==> src/rtl/divide_rate_gen.sv <==
// rtl/divide_rate_gen.sv - run-time selectable tick and divided-clock generator
// Optional macro PHASE_SYNC_EN adds sync_in for realigning the period to an external event.
module divide_rate_gen #(
  parameter int CNT_W = 32,
  parameter int DIV0  = 6000000,
  parameter int DIV1  = 1200000,
  parameter int DIV2  = 8,
  parameter int DIV3  = 12000000
) (
  input  logic             clk,
  input  logic             rst,
  input  logic             cs,
  input  logic [1:0]       state_select,
`ifdef PHASE_SYNC_EN
  input  logic             sync_in,
`endif
  output logic             tick,
  output logic             div_clk,
  output logic [1:0]       active_sel,
  output logic [CNT_W-1:0] cnt
);

  typedef enum logic {IDLE, RUN} mode_t;

  // Divisors below 2 cannot produce a tick and a two-level clock, so clamp them.
  localparam logic [CNT_W-1:0] N0 = (DIV0 < 2) ? CNT_W'(2) : CNT_W'(DIV0);
  localparam logic [CNT_W-1:0] N1 = (DIV1 < 2) ? CNT_W'(2) : CNT_W'(DIV1);
  localparam logic [CNT_W-1:0] N2 = (DIV2 < 2) ? CNT_W'(2) : CNT_W'(DIV2);
  localparam logic [CNT_W-1:0] N3 = (DIV3 < 2) ? CNT_W'(2) : CNT_W'(DIV3);

  mode_t            mode;
  logic             sync_hit;
  logic [CNT_W-1:0] n_div;
  logic [CNT_W-1:0] low_len;
  logic [CNT_W-1:0] cnt_inc;
  logic [CNT_W-1:0] cnt_d;
  logic             tick_d;
  logic             div_d;
  logic [1:0]       sel_d;

  assign mode = cs ? RUN : IDLE;

`ifdef PHASE_SYNC_EN
  assign sync_hit = sync_in;
`else
  assign sync_hit = 1'b0;
`endif

  always_comb begin
    n_div = N0;
    case (active_sel)
      2'b00: n_div = N0;
      2'b01: n_div = N1;
      2'b10: n_div = N2;
      2'b11: n_div = N3;
      default: n_div = N0;
    endcase
  end

  assign low_len = n_div - (n_div >> 1);
  assign cnt_inc = cnt + CNT_W'(1);

  always_comb begin
    cnt_d  = cnt;
    tick_d = 1'b0;
    div_d  = div_clk;
    sel_d  = active_sel;
    case (mode)
      IDLE: begin
        cnt_d = '0;
        div_d = 1'b0;
        sel_d = state_select;
      end
      RUN: begin
        if (sync_hit) begin
          cnt_d = '0;
          div_d = 1'b0;
          sel_d = state_select;
        end else if (cnt == n_div - CNT_W'(1)) begin
          // Period boundary: the only point where a new divisor may take effect.
          cnt_d  = '0;
          tick_d = 1'b1;
          div_d  = 1'b0;
          sel_d  = state_select;
        end else begin
          cnt_d = cnt_inc;
          div_d = (cnt_inc >= low_len);
        end
      end
      default: begin
        cnt_d = '0;
        div_d = 1'b0;
      end
    endcase
  end

  always_ff @(posedge clk) begin
    if (rst) begin
      cnt        <= '0;
      tick       <= 1'b0;
      div_clk    <= 1'b0;
      active_sel <= 2'b00;
    end else begin
      cnt        <= cnt_d;
      tick       <= tick_d;
      div_clk    <= div_d;
      active_sel <= sel_d;
    end
  end

endmodule
==> config.mk <==
export PLATFORM = sky130hd
export DESIGN_NAME = divide_rate_gen
export DESIGN_NICKNAME = d
export VERILOG_FILES = /design/src/rtl/divide_rate_gen.sv
export SDC_FILE = /design/constraint.sdc
export NUM_CORES = 1
export LEC_CHECK = 0
export CORE_AREA = 2 2 68 70
export CTS_CLUSTER_DIAMETER = 50
export DETAILED_ROUTE_END_ITERATION = 12
export DIE_AREA = 0 0 70 72
export PLACE_DENSITY = 0.9
export SETUP_SLACK_MARGIN = 0.15
export SLEW_MARGIN = 20
export SYNTH_ARGS = -nofsm -noshare
export SYNTH_HDL_FRONTEND = slang
export SYNTH_SLANG_ARGS = --single-unit
export TNS_END_PERCENT = 30
==> constraint.sdc <==
create_clock -name clk -period 8.9 [get_ports clk]
set_clock_uncertainty 0.2 [all_clocks]
set_input_delay 1.335 -clock clk [delete_from_list [all_inputs] [get_ports clk]]
set_output_delay 1.335 -clock clk [all_outputs]
set_load 0.03 [all_outputs]
======== Word-level counts from Yosys, hierarchy flattened ========
Cells that the tools add are included.
operators by class
  bitwise gates (word level) .............. 1
  reduce and logical (&&, ||, !) cells .... 2
  eq/ne operators ......................... 5
  add/subtract/negate cells ............... 3
  order comparisons ....................... 1
  multiplexer cells ....................... 9
operators by type and width
  kind                                                    count
  one-hot mux 32 bit (4 select lines)                     1
  one-hot mux 32 bit (2 select lines)                     1
  adder 32 x 1 -> 32 bit (second input constant)          1
  == test 32 bit                                          1
  >= comparator 32 bit                                    1
  2-to-1 mux 32 bit                                       1
  subtractor 32 x 1 -> 32 bit (second input constant)     1
  subtractor 32 x 31 -> 32 bit                            1
  == test 2 bit (second input constant)                   2
  one-hot mux 2 bit (2 select lines)                      1
  2-to-1 mux 1 bit                                        3
  == test 2 x 1 -> 1 bit (second input constant)          1
  logical NOT 2 bit                                       1
  2-to-1 mux 2 bit                                        1
  inequality test 2 x 1 -> 1 bit (second input constant)  1
  one-hot mux 1 bit (2 select lines)                      1
  OR reduction 2 bit                                      1
  NOT 1 bit                                               1
word-level totals
  register bits after elaboration ......... 36
  output and inout bits ................... 36
  bits of input ports ..................... 5
  word-level logic and storage cells ...... 25

======== Logic depth before layout (Yosys ltp) ========
Gate-level depths: netlist of run 1.
  depth in word-level cells ............... 6
  gate-level depth with buffers ........... 13
  mapped depth without buffers ............ 13

======== Least setup slack after synthesis of run 1 ========
Ideal clock, no wire load.
  path kind ............................... reg2reg
  from .................................... register cnt[5]
  to ...................................... register div_clk
  library setup time ...................... 0.074 ns
  slack ................................... 5.584 ns
  period minus slack after synthesis ...... 3.316 ns
  stages on the path, launching flop included .. 13
  path buffers ............................ 1
  data arrival time ....................... 3.042 ns
  data required time ...................... 8.626 ns
  cell sequence ........................... dfxtp_1 -> clkbuf_1 -> nand4_1 -> or3_1 -> nor2_1 -> nand2_1 -> xnor2_1 -> ha_1 -> and3_1 -> nor4b_1 -> o221ai_1 -> a311o_1 -> a31oi_1
between the ends
  longest elaborated chain between the ends .. 4
  elaborated cells on any way between the ends .. 5
  those cells by class .................... add/sub (1); order compare (1); eq/ne (1); mux (2)
ends and longest elaborated chain
  item                                line  RTL
  start: declaration                  20    output logic [CNT_W-1:0] cnt
  start signal: assignment            104   cnt <= cnt_d;
  adder 32 x 1 -> 32 bit              61    assign cnt_inc = cnt + CNT_W'(1);
  net cnt_inc[15]                     35    logic [CNT_W-1:0] cnt_inc;
  >= comparator 32 bit                87    div_d = (cnt_inc >= low_len);
  2-to-1 mux 1 bit                    79    end else if (cnt == n_div - CNT_W'(1)) begin
  one-hot mux 1 bit (2 select lines)  68    case (mode)
  end signal: assignment              106   div_clk <= div_d;
  end: declaration                    18    output logic div_clk,
The timed path passes the listed nets, and every way through them passes these cells.
A chain may end at the register's enable or synchronous reset.

======== Worst setup path after layout of run 1 ========
  from .................................... register cnt[2]
  to ...................................... register div_clk
The elaborated chain is that of the path after synthesis.

==> results.json, run 1 <==
{
  "cellPowerDensity_mw_per_mm2": 103,
  "vias": 2119,
  "ctsResizeCount": 0,
  "grt-ovfl-total": 0,
  "post-cts-setup-buffer-count": 0,
  "async_flop_share_pct": 0,
  "grt_use_total_pct": 24.9,
  "avgSynthCellArea_um2": 8.72,
  "syn_inst": 279,
  "yosysSeqAreaShare_pct": 29.6,
  "setup_viol": 0,
  "cts.clk_slew.worst_paths_ns": 0.07,
  "drive_above_1_share_pct": 3.46,
  "timing.final.crit_share_pct": 38.9,
  "grt_max_degree": 34,
  "maxSlewViolCount": 0,
  "multi_input_area_mm2": 0.00163,
  "ys_ff_latch": 36,
  "num_antenna_cells": 0,
  "synth-simple-area-share_pct": 29.7,
  "area_growth_pct": 20.1,
  "io_pins": 41,
  "yosys.area_share.xor_xnor_pct": 14.0,
  "synth_compound_area_share_pct": 9.05,
  "worstSetupEndpoint": "div_clk",
  "io_buffers": 40,
  "hold_class": "flip-flop to flip-flop",
  "relSlewSlack_pct": 58.9,
  "syn-num-nets": 310,
  "drc": 0,
  "fillers": 357,
  "fmax_ghz": 0.289,
  "htree_num_levels": 2,
  "ant_nets": 0,
  "worst_skew_pair.late_latency_ns": 0.29,
  "synth_fa_ha_area_share_pct": 13.4,
  "cts_made_buffers": 5,
  "grt_first_pass_wirelength_um": 9790,
  "fin_setup_tns_ns": 0,
  "r2r_setup_slack_ns": 5.44,
  "synth_mux_area_share_pct": 0.823,
  "dp_hpwl_um": 4450,
  "synth-edff-count": 0,
  "clockBufferDepth": 2,
  "hold_violations": 0,
  "die_w_um": 70,
  "critPathRequiredTime_ns": 8.92,
  "vias_per_cell": 5.73,
  "core_area_mm2": 0.00426,
  "num_rows": 24,
  "gp_congestion": 0.912,
  "first_pass_iters": 4,
  "antenna_found_initial": 0,
  "leakage_nw": 1.19,
  "crit_path_start_kind": "flip-flop",
  "holdBufCountCts": 0,
  "outcome": "finished, final reports clean",
  "r2r-end": "div_clk",
  "nets": 349,
  "die_area_mm2": 0.00504,
  "r2r_cells": 11,
  "cts-root-buf": "clkbuf_8",
  "die_y_um": 72,
  "initial_core_util_pct": 57.1,
  "crit_type": "flip-flop to flip-flop",
  "cts_sinks": 36,
  "drt_iter0_markers": 114,
  "grt_pass1_vias": 2048,
  "fin_crit_ns": 3.46,
  "critPathMaxFanout": 7,
  "ir_drop_mv": 0.0816,
  "grt_setup_unrepaired": "no",
  "routed_wl_um": 5830,
  "cts_tree": "done",
  "synth_flop_cell": "dfxtp_1",
  "arrival_ns": 3.48,
  "seqCellArea_um2": 721,
  "netlist_area_mm2": 0.00243,
  "drv_cap": 0,
  "reg2reg_from": "cnt[2]",
  "synth_top_family_by_area": "simple AND/OR/NAND/NOR gates",
  "yosysWarnings": 0,
  "endpoint_kind": "flip-flop",
  "wl_per_cell_um": 15.8,
  "hold_slack_ns": 0.271,
  "cp-startpoint": "cnt[2]",
  "tightest_slew_ns": 0.612,
  "ys_types": 48
}
state kept, by name (all words and copies together), names as in the netlist:
| signal | count |
|---|---|
| cnt | 32 |
| div_clk | 1 |
| active_sel | 2 |
| tick | 1 |
placed cells by master, fill, tap and decap left out, types with 2 or more instances in the layout:
cell type,n
a21o_1,3
a21oi_1,6
a311o_1,2
and3_1,11
and4_1,4
clkbuf_8,5
clkdlybuf4s50_1,40
dfxtp_1,36
ha_1,26
inv_1,8
mux2i_1,2
nand2_1,17
nand3_1,16
nand4_1,7
nor2_1,28
nor2b_1,20
nor3_1,6
nor3b_1,2
nor4_1,3
o21ai_0,4
o31ai_1,3
or2_2,2
or3_1,2
or4_1,3
xnor2_1,19
xor2_1,20
power breakdown:
group | switching [mW] | internal [mW]
clock network | 0.0584 | 0.0532
logic | 0.0158 | 0.0114
registers | 0.00156 | 0.162
total | 0.0758 | 0.227
cell type report:
type,count,share of cell area (%)
flip-flops and latches,36,24.7
multi-input cells,227,55.7
clock inverters,1,0.171
repair buffers,40,13.7
inverters,8,1.03
clock buffers,6,2.48
well taps,52,2.23
worst max-delay path, cell delays in order (launching register included):
cell and delay (ns):
dfxtp_1 0.44, nand3_1 0.25, or3_1 0.50, nor2_1 0.20, nand2_1 0.09, xnor2_1 0.16, ha_1 0.30, and3_1 0.16
nor4b_1 0.34, o221ai_1 0.20, a311o_1 0.36, a31oi_1 0.17
kinds of logic after synthesis:
logic type | Yosys count
muxes | 2
AOI/OAI and AO/OA | 31
adders and majority gates | 26
DFF | 36
buffers and inverters | 16
and+or+nand+nor | 129
xor gates and xnor gates | 39
through the flow:
| stage | power [mW] | cell area, um^2 | utilization [%] | setup WS, ns | cells |
|---|---|---|---|---|---|
| after floorplan | 0.187 | 2430 | - | 5.58 | 279 |
| after detailed placement | 0.194 | 2850 | 66.7 | 5.49 | 363 |
| after global routing | 0.315 | 2920 | 68.5 | 5.12 | 370 |
| after CTS | 0.304 | 2920 | 68.5 | 5.44 | 370 |
| final | 0.302 | 2920 | 68.5 | 5.44 | 370 |
| after global placement | 0.194 | 2850 | 66.7 | 5.58 | 363 |
per-layer routing:
layer  wire, um  vias to the layer above  part of all wire (%)  global-route usage (%)
met3        325                       12                   5.6                    5.42
met1       2480                      985                    43                    29.6
met5          0                        -                     0                       0
li1           -                     1063                     -                       -
met4        120                        0                   2.1                    10.0
met2       2900                       59                    50                    43.8
how the worst min path moves through the flow:
stage / start / endpoint / slack (ns) / cells after the start
finish: cnt[0] / cnt[0] / 0.27 / 1
CTS: cnt[0] / cnt[0] / 0.28 / 1
global route: cnt[0] / cnt[0] / 0.30 / 1
global placement: cnt[0] / cnt[0] / 0.24 / 1
floorplan: cnt[0] / cnt[0] / 0.36 / 1
detailed placement: cnt[0] / cnt[0] / 0.26 / 1
cells in the mapped netlist (2+ instances only):
library cell	instances	area share, %
or3_1	2	0.51
or4_1	3	0.93
o21ai_0	4	0.82
o31ai_1	3	0.93
a21oi_1	6	1.2
nor3_1	6	1.2
nor4_1	3	0.77
and4_1	4	1.4
ha_1	26	13
a21o_1	3	0.93
xnor2_1	19	6.8
xor2_1	20	7.2
nor2b_1	20	5.1
and3_1	11	2.8
dfxtp_1	36	30
a311o_1	2	0.82
nor3b_1	2	0.62
buf_6	3	1.4
mux2i_1	2	0.82
clkbuf_1	4	0.62
nand3_1	16	3.3
nand4_1	7	1.8
or2_2	2	0.51
inv_1	8	1.2
nand2_1	17	2.6
nor2_1	28	4.3
(Power assumes the default switching activity.)
==> run 2: changes to the inputs <==
--- a/config.mk
+++ b/config.mk
@@ -5,11 +5,11 @@
 export SDC_FILE = /design/constraint.sdc
 export NUM_CORES = 1
 export LEC_CHECK = 0
-export CORE_AREA = 2 2 68 70
+export CORE_AREA = 2 2 71 73
 export CTS_CLUSTER_DIAMETER = 50
 export DETAILED_ROUTE_END_ITERATION = 12
-export DIE_AREA = 0 0 70 72
-export PLACE_DENSITY = 0.9
+export DIE_AREA = 0 0 73 75
+export PLACE_DENSITY = 0.84
 export SETUP_SLACK_MARGIN = 0.15
 export SLEW_MARGIN = 20
 export SYNTH_ARGS = -nofsm -noshare
==> constraint.sdc (replaced) <==
create_clock -name clk -period 3.5 [get_ports clk]
set_clock_uncertainty 0.2 [all_clocks]
set_input_delay 0.525 -clock clk [delete_from_list [all_inputs] [get_ports clk]]
set_output_delay 0.525 -clock clk [all_outputs]
set_load 0.03 [all_outputs]
==> run 2 against run 1 <==
Effect of this change:
- via count grew 5.6%
- fmax rose by 10%
- global-route usage is 1.2 points lower
- combinational power grew to 2.7 times the previous value
- critical path depth is 1 higher
- critical path type unchanged
==> results.json, run 2 (synthesis results as in run 1) <==
{
  "clockBufferDepth": 2,
  "io_pins": 41,
  "crit_family": "compound AO/OA/AOI/OAI gates",
  "area_growth_pct": 25.8,
  "relSlewSlack_pct": 70.5,
  "holdPathStages": 1,
  "core_area_mm2": 0.00466,
  "cts_made_buffers": 5,
  "ant_nets": 0,
  "cts-root-buf": "clkbuf_8",
  "hold_start": "cnt[0]",
  "io_buffers": 40,
  "routed_wl_um": 6230,
  "first_pass_iters": 5,
  "worst_skew_pair.late_latency_ns": 0.29,
  "post-cts-setup-buffer-count": 0,
  "setup_viol": 0,
  "hold_end": "cnt[0]",
  "fmax_ghz": 0.318,
  "initial_core_util_pct": 52.2,
  "grt_use_total_pct": 23.6,
  "reg2reg_from": "cnt[0]",
  "crit_path_start_kind": "flip-flop",
  "endpoint_kind": "flip-flop",
  "ir_drop_mv": 0.157,
  "worstPathCellList": "nand3_1 -> or3_1 -> nor2_1 -> nand4_1 -> xnor2_1 -> ha_1 -> a21o_1 -> a21o_1 -> a21oi_1 -> o21ai_0 -> a2111oi_1 -> a31oi_1",
  "mostFrequentLayoutCells": "clkdlybuf4s50_1, dfxtp_1, nor2_1",
  "crit_buf_inv": 0,
  "dpl-instance-area_mm2": 0.00295,
  "holdBufCountCts": 0,
  "fin_setup_tns_ns": 0,
  "crit_type": "flip-flop to flip-flop",
  "critPathRequiredTime_ns": 3.46,
  "vias_per_cell": 5.80,
  "hold_class": "flip-flop to flip-flop",
  "critPathMaxFanout": 4,
  "grt_pass1_vias": 2122,
  "hold_violations": 0,
  "top_regs": "cnt x32, active_sel x2",
  "timing.final.crit_share_pct": 89.8,
  "die_y_um": 75,
  "maxSlewViolCount": 0,
  "slowest_stage": "or3_1",
  "cp_common_cell": "a21o_1",
  "die_area_mm2": 0.00548,
  "antenna_found_initial": 0,
  "largest_reg_flops": 32,
  "fin_area_mm2": 0.00306,
  "gp_congestion": 0.914,
  "htree_num_levels": 2,
  "grt_setup_unrepaired": "no",
  "tightest_slew_ns": 0.438,
  "layout_commonest_cell": "clkdlybuf4s50_1",
  "drive_above_1_share_pct": 9.34,
  "cts.clk_slew.worst_paths_ns": 0.07,
  "die_w_um": 73,
  "fillers": 387,
  "cts_sinks": 36,
  "wl_per_cell_um": 16.1,
  "num_antenna_cells": 0,
  "grt_first_pass_wirelength_um": 10000,
  "drv_cap": 0,
  "r2r_cells": 12,
  "top_register": "cnt",
  "fin_crit_ns": 3.14,
  "cts_tree": "done",
  "slowest_delay_ns": 0.47,
  "arrival_ns": 3.10,
  "dp_hpwl_um": 4700,
  "num_rows": 25,
  "cellPowerDensity_mw_per_mm2": 254,
  "drc": 0,
  "grt-ovfl-total": 0,
  "r2r-end": "div_clk",
  "vias": 2237,
  "outcome": "finished, final reports clean",
  "drt_iter0_markers": 190,
  "leakage_nw": 1.28,
  "nets": 363,
  "r2r_setup_slack_ns": 0.36,
  "grt_max_degree": 34
}
[run 2: cell count changes in the layout (fill, tap and decap cells not counted)]
cell       previous run  this run
buf_4                 0        14
ha_1                 26        25
nor4_2                0         1
dfxtp_1              36        35
dfxtp_2               0         1
ha_2                  0         1
nor4_1                3         2
a2111oi_0             1         0
nor4b_1               1         0
nor2_2                0         2
nor2_1               28        26
nor4b_4               0         1
a2111oi_1             0         1
[run 2: cell type report]
| class | count | area, um^2 | share of cell area, % |
|---|---|---|---|
| clock inverters | 1 | 5.00 | 0.163 |
| flip-flops and latches | 36 | 722 | 23.6 |
| well taps | 54 | 67.6 | 2.21 |
| repair buffers | 54 | 505 | 16.5 |
| clock buffers | 6 | 72.6 | 2.37 |
| inverters | 8 | 30.0 | 0.981 |
| multi-input cells | 227 | 1660 | 54.2 |
[run 2: where the power goes]
| part | switching (mW) | leakage, nW | total, mW | internal [mW] |
|---|---|---|---|---|
| logic | 0.0426 | 0.947 | 0.0722 | 0.0296 |
| clock network | 0.153 | 0.0410 | 0.289 | 0.136 |
| registers | 0.00417 | 0.291 | 0.416 | 0.412 |
[run 2: through the flow]
step | util, % | setup WS, ns | instances | power [mW] | hold WS (ns)
2_1_floorplan | - | 0.184 | 279 | 0.475 | 0.364
3_3_place_gp | 63.4 | 0.253 | 379 | 0.493 | 0.244
3_5_place_dp | 63.4 | 0.195 | 379 | 0.495 | 0.252
4_1_cts | 65.2 | 0.296 | 386 | 0.784 | 0.273
5_1_grt | 65.7 | 0.158 | 386 | 0.804 | 0.328
6_report | 65.7 | 0.356 | 386 | 0.777 | 0.276
[run 2: worst max path at each step]
stage / start / endpoint / slack [ns] / depth (start not counted)
final: cnt[0] / div_clk / 0.36 / 12
after global routing: cnt[0] / div_clk / 0.16 / 11
after CTS: cnt[0] / div_clk / 0.30 / 11
after detailed placement: cnt[0] / div_clk / 0.19 / 11
after global placement: cnt[0] / div_clk / 0.25 / 11
after floorplan: cnt[5] / div_clk / 0.18 / 12
[run 2: worst reg2reg max path, stage by stage, from the launching register on]
cell       delay (ns)
dfxtp_1          0.39
nand3_1          0.13
or3_1            0.48
nor2_1           0.20
nand4_1          0.13
xnor2_1          0.17
ha_1             0.32
a21o_1           0.19
a21o_1           0.17
a21oi_1          0.14
o21ai_0          0.10
a2111oi_1        0.28
a31oi_1          0.12
[run 2: metal layers]
layer	vias to the layer above	track usage, %	part of all wire [%]
li1	1094	-	-
met1	1066	30.2	43
met2	66	41.3	50
met3	11	2.95	5.0
met4	0	8.02	1.8
met5	-	0	0
[run 2: what timing repair did]
action,in CTS,in global routing
resized for setup,1,7
gates cloned,0,0
endpoints found under the setup margin,1,1
